<file path="src/rtl/sar_logic.sv">
// Successive-approximation controller: sequences the sample phase and N
// binary-search bit trials, drives the comparator clock/power-down and the
// CDAC trial code, and assembles the N-bit result from comparator decisions.
//
// state   | meaning
// --------+----------------------------------------------------------
// IDLE    | waiting for start; comparator powered down if PWDN_IDLE
// SAMPLE  | track/hold switch closed for SAMP_CYC cycles
// SETTLE  | trial code on the CDAC, settling for SETTLE_CYC cycles
// EVAL    | comparator clock high, decision developing
// RESOLVE | comparator clock high, decision captured at the closing edge
// DONE    | result valid, one-cycle done pulse
module sar_logic #(
    parameter int N          = 8,
    parameter int SAMP_CYC   = 2,
    parameter int SETTLE_CYC = 1,
    parameter int PWDN_IDLE  = 1
) (
    input  logic         clk,
    input  logic         rst,
    input  logic         start,
    input  logic         dout,
    input  logic         doutb,
    output logic         clk_cmp,
    output logic         pwdn_cmp,
    output logic         sample,
    output logic [N-1:0] dac_code,
    output logic         busy,
    output logic         done,
    output logic [N-1:0] result,
    output logic         err
);

    localparam int SW = (SAMP_CYC > 1) ? $clog2(SAMP_CYC) : 1;
    localparam int TW = (SETTLE_CYC > 1) ? $clog2(SETTLE_CYC) : 1;
    localparam int IW = $clog2(N);

    localparam logic [SW-1:0] SAMP_LD   = SW'(SAMP_CYC - 1);
    localparam logic [TW-1:0] SETTLE_LD = TW'(SETTLE_CYC - 1);
    localparam logic [IW-1:0] IDX_MSB   = IW'(N - 1);
    localparam logic [N-1:0]  ONE       = N'(1);
    localparam logic [N-1:0]  CODE_MSB  = ONE << (N - 1);
    localparam logic          PWDN_RST  = (PWDN_IDLE != 0);

    typedef enum logic [2:0] {
        IDLE,
        SAMPLE,
        SETTLE,
        EVAL,
        RESOLVE,
        DONE
    } state_t;

    state_t        state, state_nxt;
    logic [SW-1:0] samp_cnt, samp_nxt;
    logic [TW-1:0] settle_cnt, settle_nxt;
    logic [IW-1:0] bit_idx, idx_nxt, idx_dec;
    logic [N-1:0]  w, w_nxt;
    logic [N-1:0]  dac_nxt, res_nxt;
    logic          err_nxt;
    logic          sample_nxt, clk_cmp_nxt, busy_nxt, done_nxt, pwdn_nxt;

    assign idx_dec = bit_idx - IW'(1);

    // State register
    always_ff @(posedge clk) begin
        if (rst) begin
            state <= IDLE;
        end else begin
            state <= state_nxt;
        end
    end

    // Next-state, datapath and output decode; outputs are decoded from the
    // next state so every port comes straight off a flop.
    always_comb begin
        state_nxt  = state;
        samp_nxt   = samp_cnt;
        settle_nxt = settle_cnt;
        idx_nxt    = bit_idx;
        w_nxt      = w;
        dac_nxt    = dac_code;
        res_nxt    = result;
        err_nxt    = err;

        case (state)
            IDLE: begin
                if (start) begin
                    state_nxt = SAMPLE;
                    samp_nxt  = SAMP_LD;
                    err_nxt   = 1'b0;
                    dac_nxt   = CODE_MSB;
                end
            end
            SAMPLE: begin
                idx_nxt = IDX_MSB;
                w_nxt   = '0;
                if (samp_cnt == '0) begin
                    state_nxt  = SETTLE;
                    settle_nxt = SETTLE_LD;
                    dac_nxt    = CODE_MSB;
                end else begin
                    samp_nxt = samp_cnt - SW'(1);
                end
            end
            SETTLE: begin
                if (settle_cnt == '0) begin
                    state_nxt = EVAL;
                end else begin
                    settle_nxt = settle_cnt - TW'(1);
                end
            end
            EVAL: begin
                state_nxt = RESOLVE;
            end
            RESOLVE: begin
                // An unresolved comparator (outputs equal) counts as a 0 decision.
                w_nxt[bit_idx] = dout & ~doutb;
                if (dout == doutb) begin
                    err_nxt = 1'b1;
                end
                if (bit_idx == '0) begin
                    state_nxt = DONE;
                    res_nxt   = w_nxt;
                end else begin
                    state_nxt  = SETTLE;
                    idx_nxt    = idx_dec;
                    settle_nxt = SETTLE_LD;
                    dac_nxt    = w_nxt | (ONE << idx_dec);
                end
            end
            DONE: begin
                state_nxt = IDLE;
            end
            default: begin
                state_nxt = IDLE;
            end
        endcase

        sample_nxt  = (state_nxt == SAMPLE);
        clk_cmp_nxt = (state_nxt == EVAL) || (state_nxt == RESOLVE);
        busy_nxt    = (state_nxt != IDLE);
        done_nxt    = (state_nxt == DONE);
        pwdn_nxt    = (state_nxt == IDLE) && PWDN_RST;
    end

    // Datapath registers and registered outputs
    always_ff @(posedge clk) begin
        if (rst) begin
            samp_cnt   <= '0;
            settle_cnt <= '0;
            bit_idx    <= '0;
            w          <= '0;
            dac_code   <= '0;
            result     <= '0;
            err        <= 1'b0;
            sample     <= 1'b0;
            clk_cmp    <= 1'b0;
            busy       <= 1'b0;
            done       <= 1'b0;
            pwdn_cmp   <= PWDN_RST;
        end else begin
            samp_cnt   <= samp_nxt;
            settle_cnt <= settle_nxt;
            bit_idx    <= idx_nxt;
            w          <= w_nxt;
            dac_code   <= dac_nxt;
            result     <= res_nxt;
            err        <= err_nxt;
            sample     <= sample_nxt;
            clk_cmp    <= clk_cmp_nxt;
            busy       <= busy_nxt;
            done       <= done_nxt;
            pwdn_cmp   <= pwdn_nxt;
        end
    end

endmodule

</file>
<file path="config.mk">
export PLATFORM = sky130hd
export DESIGN_NAME = sar_logic
export DESIGN_NICKNAME = d
export VERILOG_FILES = /design/src/rtl/sar_logic.sv
export SDC_FILE = /design/constraint.sdc
export NUM_CORES = 1
export LEC_CHECK = 0
export ABC_CLOCK_PERIOD_IN_PS = 3900
export CORE_ASPECT_RATIO = 1.1
export CORE_MARGIN = 2
export CORE_UTILIZATION = 55
export DETAILED_ROUTE_END_ITERATION = 7
export GPL_TIMING_DRIVEN = 0
export PLACE_DENSITY_LB_ADDON = 0.08
export SYNTH_ARGS = -nofsm -noshare
export SYNTH_HDL_FRONTEND = slang
export SYNTH_SLANG_ARGS = --single-unit
</file>
<file path="constraint.sdc">
create_clock -name clk -period 3.9 [get_ports clk]
set_input_delay 0.975 -clock clk [delete_from_list [all_inputs] [get_ports clk]]
set_output_delay 0.975 -clock clk [all_outputs]
set_load 0.1 [all_outputs]
</file>
# Word level (Yosys, flattened, before mapping)
# Index checks and enable logic that the tools add are counted.
[op_classes]
add_sub_neg = 3
n_lt_le_gt_ge = 2
eq_ne = 13
n_shift = 1
n_mux = 25
bitwise = 3
n_reduce_logical = 17
[ops]
columns = ["op", "count"]
rows = [
  ["$mux W8", 3],
  ["$pmux W8 S3", 1],
  ["$pmux W8 S2", 1],
  ["$mux W3", 5],
  ["$pmux W3 S5", 1],
  ["$eq A3 B2 Y1 const B", 3],
  ["$eq A3 B3 Y1 const B", 3],
  ["$logic_not A3 Y1", 3],
  ["$reduce_bool A3 Y1", 3],
  ["$bwmux W8", 1],
  ["$mux W1", 8],
  ["$ne A2 B2 Y1 const B", 4],
  ["$or A8 B8 Y8", 1],
  ["$shl A1 B3 Y8 const A", 1],
  ["$eq A3 B1 Y1 const B", 2],
  ["$pmux W3 S2", 1],
  ["$reduce_and A2 Y1", 3],
  ["$reduce_and A3 Y1", 2],
  ["$reduce_bool A2 Y1", 3],
  ["$lt A3 B4 Y1 const B", 1],
  ["$pmux W1 S2", 2],
  ["$reduce_and A4 Y1", 1],
  ["$demux W1 S3", 1],
  ["$ge A3 B1 Y1 const B", 1],
  ["8 further kinds", 9],
]
[word_totals]
ff_bits = 38
out_inout_bits = 22
wordCells = 77

# Depth between registers and ports, before layout
# Gate-level depths: netlist (run 1).
[logic_depth]
depth_word = 8
mapped_depth = 9
depth_no_buf = 6

# Least setup slack after synthesis (run 1)
# OpenSTA, ideal clock, no wires.
[synth_timing]
kind = "input port to flip-flop"
startpoint = "input port doutb"
endpoint = "register dac_code[7]"
setup_ns = 0.135
arrival_time_ns = 1.858
t_required_ns = 3.765
slack_ns = 1.907
stages = 6
path_buffers = 1
path_cell_list = "inv_1 > ha_1 > clkbuf_1 > mux2_2 > a211oi_1 > a211oi_1"
[synth_via]
elab_chain_len = 6
[synth_rtl]
columns = ["element", "line_no", "source"]
rows = [
  ["start: declaration", "23", "input logic doutb,"],
  ["$not A1 Y1", "118", "w_nxt[bit_idx] = dout & ~doutb;"],
  ["$and A1 B1 Y1", "118", ""],
  ["$bwmux W8", "118", ""],
  ["$or A8 B8 Y8", "129", "dac_nxt = w_nxt | (ONE << idx_dec);"],
  ["$mux W8", "122", "if (bit_idx == '0) begin"],
  ["$pmux W8 S3", "86", "case (state)"],
  ["end signal: assignment", "167", "dac_code <= dac_nxt;"],
  ["end: declaration", "27", "output logic [N-1:0] dac_code,"],
]
# No other way between the ends. The select of a mux whose other input is x is not followed.
# A chain may end at the register's enable or synchronous reset.

# Worst setup path after layout (run 1)
[layout_timing]
startpoint = "register err"
endpoint = "output port err"
[layout_rtl]
columns = ["element", "line_no", "source"]
rows = [
  ["start: declaration", "31", "output logic err"],
  ["start signal: assignment", "169", "err <= err_nxt;"],
]
# No word-level cell between the ends.

==> metrics.cfg, run 1 <==
[status]
status=complete, no violations

[grt]
antenna_found_initial=0
grt_pass1_wl_um=5680
grt_usage=0.217
first_global_vias=1275
grt_overflow_total=0
grt_max_degree=11

[setup_path]
cp_num_buf_inv=1
worst_ep_required_time_ns=2.92
criticalPathCategory=register to output port
crit_slowest_cell=clkdlybuf4s50_1
timing.rr.start=bit_idx[0]
crit_fanout=3
cp.arrival_ns=1.85
critPathCaptureType=output port
startpoint=err
path_cells=clkdlybuf4s50_1
path_delay_family=buffers and inverters
cpPeakStageDelay_ns=1.14
crit_path_start_kind=register

[clocking]
post_cts_buffers=0
cts_buffers=5
cts_tree=yes
clockRootBuffer=clkbuf_4
cts_buffer_depth=2
clk_pin_slew_ns=0.10
clock_sinks=37
insertion_delay_ns=0.34
cts_resized=0
htree_levels=2
cts_hold_buf=0

[drt]
routedWlPerCell_um=14.6
vias=1418
drc=0
first_pass_iters=4
routed_wl_um=3660
drtAntennaViolNets=0
drtIter0Drc=38
via_per_inst=5.65

[worst_hold_path]
hp-class=register to register
hp-start=w[6]

[floorplanning]
die_h_um=62.1
start_util=0.563
die_width_um=56.8
core_um2=3000
num_io_pins=27
die_area_um2=3530
std_cell_rows=21

[synth]
synth_area_leaders=dfxtp_1, nor2_1, a211oi_1, mux2i_1, ha_1
synth_top_area_cell=dfxtp_1
synth_flop_cell=dfxtp_1
synth_edf_count=0
synth_top_cell_area_share=0.439
synth.avg_cell_area_um2=9.12
yosys_warnings=0
synth-async-reset-ratio=0
synthTopCellsByCount=dfxtp_1, nor2_1, a21oi_1
synthesis.nets=196
synth_cells=185
ys_seq_elements=37
yosysUniqueCellTypes=35
synth_most_common_cell=dfxtp_1
synth_area_um2=1690
synth-seq-area-share=0.439

[sta]
rsz0062_at_grt=no
fmax_ghz=0.354
timing.final.crit_share=0.724
timing.slew.headroom=0.345
tightest_slew_ns=0.979
fin_tns_setup_ns=0
slew_violations=0
fin_skew_ns=0.00393
setup_violations=0
hold_viol=0
min_period_ns=2.82
worst_slack_ns=1.08

[run]
maxCapViolCount=0

[power_and_ir_drop]
p_int_mw=0.547
ir_worst_vdd_uv=276
swShare=0.336
clockPowerShare=0.245
combPwrFrac=0.262
power_mw=0.824
switching_power_mw=0.277
p_per_area_nw_per_um2=405
power_frac_seq=0.493
leakage_nw=0.740

[layout]
final_util=0.679
fill_cells=278
area_growth_pct=20.6
layout-drive-gt1-share=0.0876
final_nets=228
diodes=0

[placement]
hpwl_um=2750
port_buffers=25
pre_cts_ws_ns=1.25
place_congestion=0.931

-- cell families after synthesis --
kind of cell / count (synthesis) / synth area share
buffers and inverters: 20 / 0.0571
muxes: 9 / 0.0542
AOI/OAI and AO/OA: 46 / 0.199
and+or+nand+nor: 65 / 0.196
adders and majority gates: 6 / 0.0445
DFF: 37 / 0.439
xor gates and xnor gates: 2 / 0.0104
-- final timing paths --
check / endpoint / cells after the start / slack, ns
hold reg to reg: w[6] / 2 / 0.50
setup reg to reg: result[2] / 8 / 1.96
hold / removal: w[6] / 2 / 0.50
setup / recovery: err / 1 / 1.08
-- metal layers --
layer  part of all wire  GRT usage  vias to the layer above
li1                   -          -                      717
met2               0.49      0.397                       35
met3              0.054     0.0642                        5
met5                  0          0                        -
met1               0.44      0.235                      661
met4              0.013      0.106                        0
-- registers in the layout (all words and copies together), names as in the netlist --
name and flops:
bit_idx 3, busy 1, clk_cmp 1, dac_code 8, done 1, err 1, pwdn_cmp 1, result 8
samp_cnt 1, sample 1, state 3, w 8
-- power groups by stage --
stage	clock network [mW]	registers, mW	logic (mW)
floorplan	0	0.472	0.111
global placement	0	0.414	0.210
detailed placement	0	0.415	0.215
CTS	0.208	0.407	0.216
global route	0.222	0.409	0.231
finish	0.202	0.406	0.216
-- per-stage QoR --
step	hold WS [ns]	cell area [um2]	instances
after floorplan	0.455	1690	185
after global placement	0.464	1980	244
after detailed placement	0.476	1980	244
after CTS	0.500	2030	251
after global routing	0.530	2030	251
final	0.499	2030	251
-- cell usage in the layout (no fill, tap or decap), types with 6 or more instances in the layout --
cell type	synthesis	final
nor2_1	28	28
clkdlybuf4s50_1	0	25
clkbuf_1	8	9
nor3_1	7	7
dfxtp_1	37	37
mux2i_1	8	8
a311oi_1	8	8
a21oi_1	12	12
a211oi_1	11	11
nand2_1	10	10
ha_1	6	6
a2bb2oi_1	7	7
-- area by class of cell --
cell class,count,area [um2],share of cell area
clock buffer,7,55.1,0.0271
multi-input combinational,128,850,0.418
timing repair buffer,25,250,0.123
inverter,4,15.0,0.00738
buffer,16,81.3,0.0400
tap,34,42.5,0.0209
sequential,37,741,0.364
No activity file was read; power rests on OpenSTA's default activity.
==> run 2, diff against run 1 <==
--- a/config.mk
+++ b/config.mk
@@ -5,10 +5,10 @@
 export SDC_FILE = /design/constraint.sdc
 export NUM_CORES = 1
 export LEC_CHECK = 0
-export ABC_CLOCK_PERIOD_IN_PS = 3900
+export ABC_CLOCK_PERIOD_IN_PS = 2600
 export CORE_ASPECT_RATIO = 1.1
 export CORE_MARGIN = 2
-export CORE_UTILIZATION = 55
+export CORE_UTILIZATION = 52
 export DETAILED_ROUTE_END_ITERATION = 7
 export GPL_TIMING_DRIVEN = 0
 export PLACE_DENSITY_LB_ADDON = 0.08
==> constraint.sdc (replaced) <==
create_clock -name clk -period 2.6 [get_ports clk]
set_input_delay 0.65 -clock clk [delete_from_list [all_inputs] [get_ports clk]]
set_output_delay 0.65 -clock clk [all_outputs]
set_load 0.1 [all_outputs]
==> run 2 against run 1 <==
Compared with the run above: utilization down 1.7 points; sequential cell count unchanged; clock-buffer cell count unchanged; critical endpoint is now result[1]; first-iteration DRC count is 24% higher; routed wire length up 1.5%; power increased by 50%; sequential share of layout area unchanged; hold slack lost 0.00070 ns; via count is 3.1% higher; setup slack lost 0.97 ns; non-clock buffer count is the same; design area did not move.
==> metrics.cfg, run 2 (synthesized netlist as in run 1, its figures left out) <==
[status]
status=complete, no violations

[layout]
diodes=0  ; unchanged
largestRegisters=dac_code x8, result x8, w x8
layout_commonest_cell=dfxtp_1
final_util=0.662  ; -0.0174
final_nets=228  ; unchanged
layout-drive-gt1-share=0.0876  ; unchanged
final_cell_mix=dfxtp_1, nor2_1, clkdlybuf4s50_1
layout.cells.non_filler=251  ; unchanged
area_growth_pct=20.6  ; unchanged

[setup_path]
rrSetupSlack_ns=0.62  ; -1.34 ns
path_cells=clkdlybuf4s50_1
worst_ep_required_time_ns=1.95  ; -0.97 ns
r2r_end=result[6]
timing.rr.start=bit_idx[0]
cp_num_buf_inv=1  ; unchanged
cpPeakStageDelay_ns=1.14  ; about the same
path_delay_family=buffers and inverters
cp.arrival_ns=1.84  ; about the same
crit_slowest_cell=clkdlybuf4s50_1
critPathCaptureType=output port
criticalPathCategory=register to output port
crit_fanout=2  ; -1
reg2regPathDepth=8  ; unchanged
crit_path_start_kind=register

[clocking]
clock_sinks=37  ; unchanged
cts_resized=0  ; unchanged
cts_tree=yes
post_cts_buffers=0  ; unchanged
cts_hold_buf=0  ; unchanged
cts_buffers=5  ; unchanged
insertion_delay_ns=0.34  ; about the same
cts_buffer_depth=2  ; unchanged
htree_levels=2  ; unchanged
clockRootBuffer=clkbuf_4
clk_pin_slew_ns=0.11  ; about the same

[placement]
port_buffers=25  ; unchanged
numPlacedInstances=244  ; unchanged
hpwl_um=2690  ; -2.5%
place_congestion=0.828  ; -11%

[drt]
drtIter0Drc=47  ; +24%
vias=1462  ; +3.1%
routedWlPerCell_um=14.8  ; +1.5%
drtAntennaViolNets=0  ; unchanged
drc=0  ; unchanged
routed_wl_um=3710  ; +1.5%
first_pass_iters=4  ; unchanged
via_per_inst=5.82  ; +3.1%

[power_and_ir_drop]
ir_worst_vdd_uv=418  ; +51%
leakage_nw=0.740  ; unchanged
power_mw=1.24  ; +50%
p_per_area_nw_per_um2=609  ; +50%

[grt]
grt_usage=0.219  ; +0.00220
antenna_found_initial=0  ; unchanged
grt_max_degree=11  ; unchanged
grt_overflow_total=0  ; unchanged
first_global_vias=1308  ; +2.6%
grt_pass1_wl_um=6200  ; +9.2%

[sta]
slew_violations=0  ; unchanged
fin_tns_setup_ns=0  ; unchanged
min_period_ns=2.49
fmax_ghz=0.401
hold_viol=0  ; unchanged
tightest_slew_ns=0.979  ; +0.00000226 ns
timing.final.crit_share=0.959
fin_skew_ns=0.00818  ; +0.00425 ns
setup_violations=0  ; unchanged
rsz0062_at_grt=no
timing.slew.headroom=0.345  ; about the same

[floorplanning]
core_um2=3070  ; +2.6%
die_h_um=63.7  ; +2.7%
die_area_um2=3720  ; +5.4%
std_cell_rows=21  ; unchanged
num_io_pins=27  ; unchanged
die_width_um=58.3  ; +2.6%
start_util=0.549  ; -0.0144

[worst_hold_path]
hp-start=w[1]
hold_depth=2  ; unchanged
hp-class=register to register
min_to=w[1]

[run]
maxCapViolCount=0  ; unchanged

==> run 2: routing by layer <==
layer  up-vias  part of all wire  global-route usage
met5         -                 0                   0
met4         0             0.019              0.0698
met3         7             0.058              0.0567
met2        51              0.46               0.341
met1       685              0.46               0.294
li1        719                 -                   -
==> run 2: worst max-delay path by stage <==
stage                           from           to  cells after the start
after CTS                  result[1]    result[1]                      1
after detailed placement       doutb  dac_code[7]                      7
after global routing       result[0]    result[0]                      1
final                      result[1]    result[1]                      1
after global placement         doutb  dac_code[7]                      7
after floorplan           bit_idx[0]    result[0]                      8
==> run 2: layout make-up <==
class / count / area, um2
tap: 34 / 42.5
buffer: 16 / 81.3
inverter: 4 / 15.0
multi-input combinational: 128 / 850
fill: 285 / 1040
sequential: 37 / 741
timing repair buffer: 25 / 250
clock buffer: 7 / 55.1
==> run 2: stage by stage <==
stage,hold WS [ns],worst slack [ns],cell area [um2]
detailed placement,0.477,0.252,1980
global placement,0.467,0.285,1980
global route,0.541,0.0686,2030
CTS,0.501,0.101,2030
finish,0.498,0.107,2030
floorplan,0.455,0.920,1690
==> run 2: report_power, final <==
group          leakage [nW]  switching, mW  internal [mW]
Combinational         0.408          0.222          0.102
Clock                0.0314          0.179          0.128
Sequential            0.301         0.0173          0.591
Total                 0.740          0.418          0.821
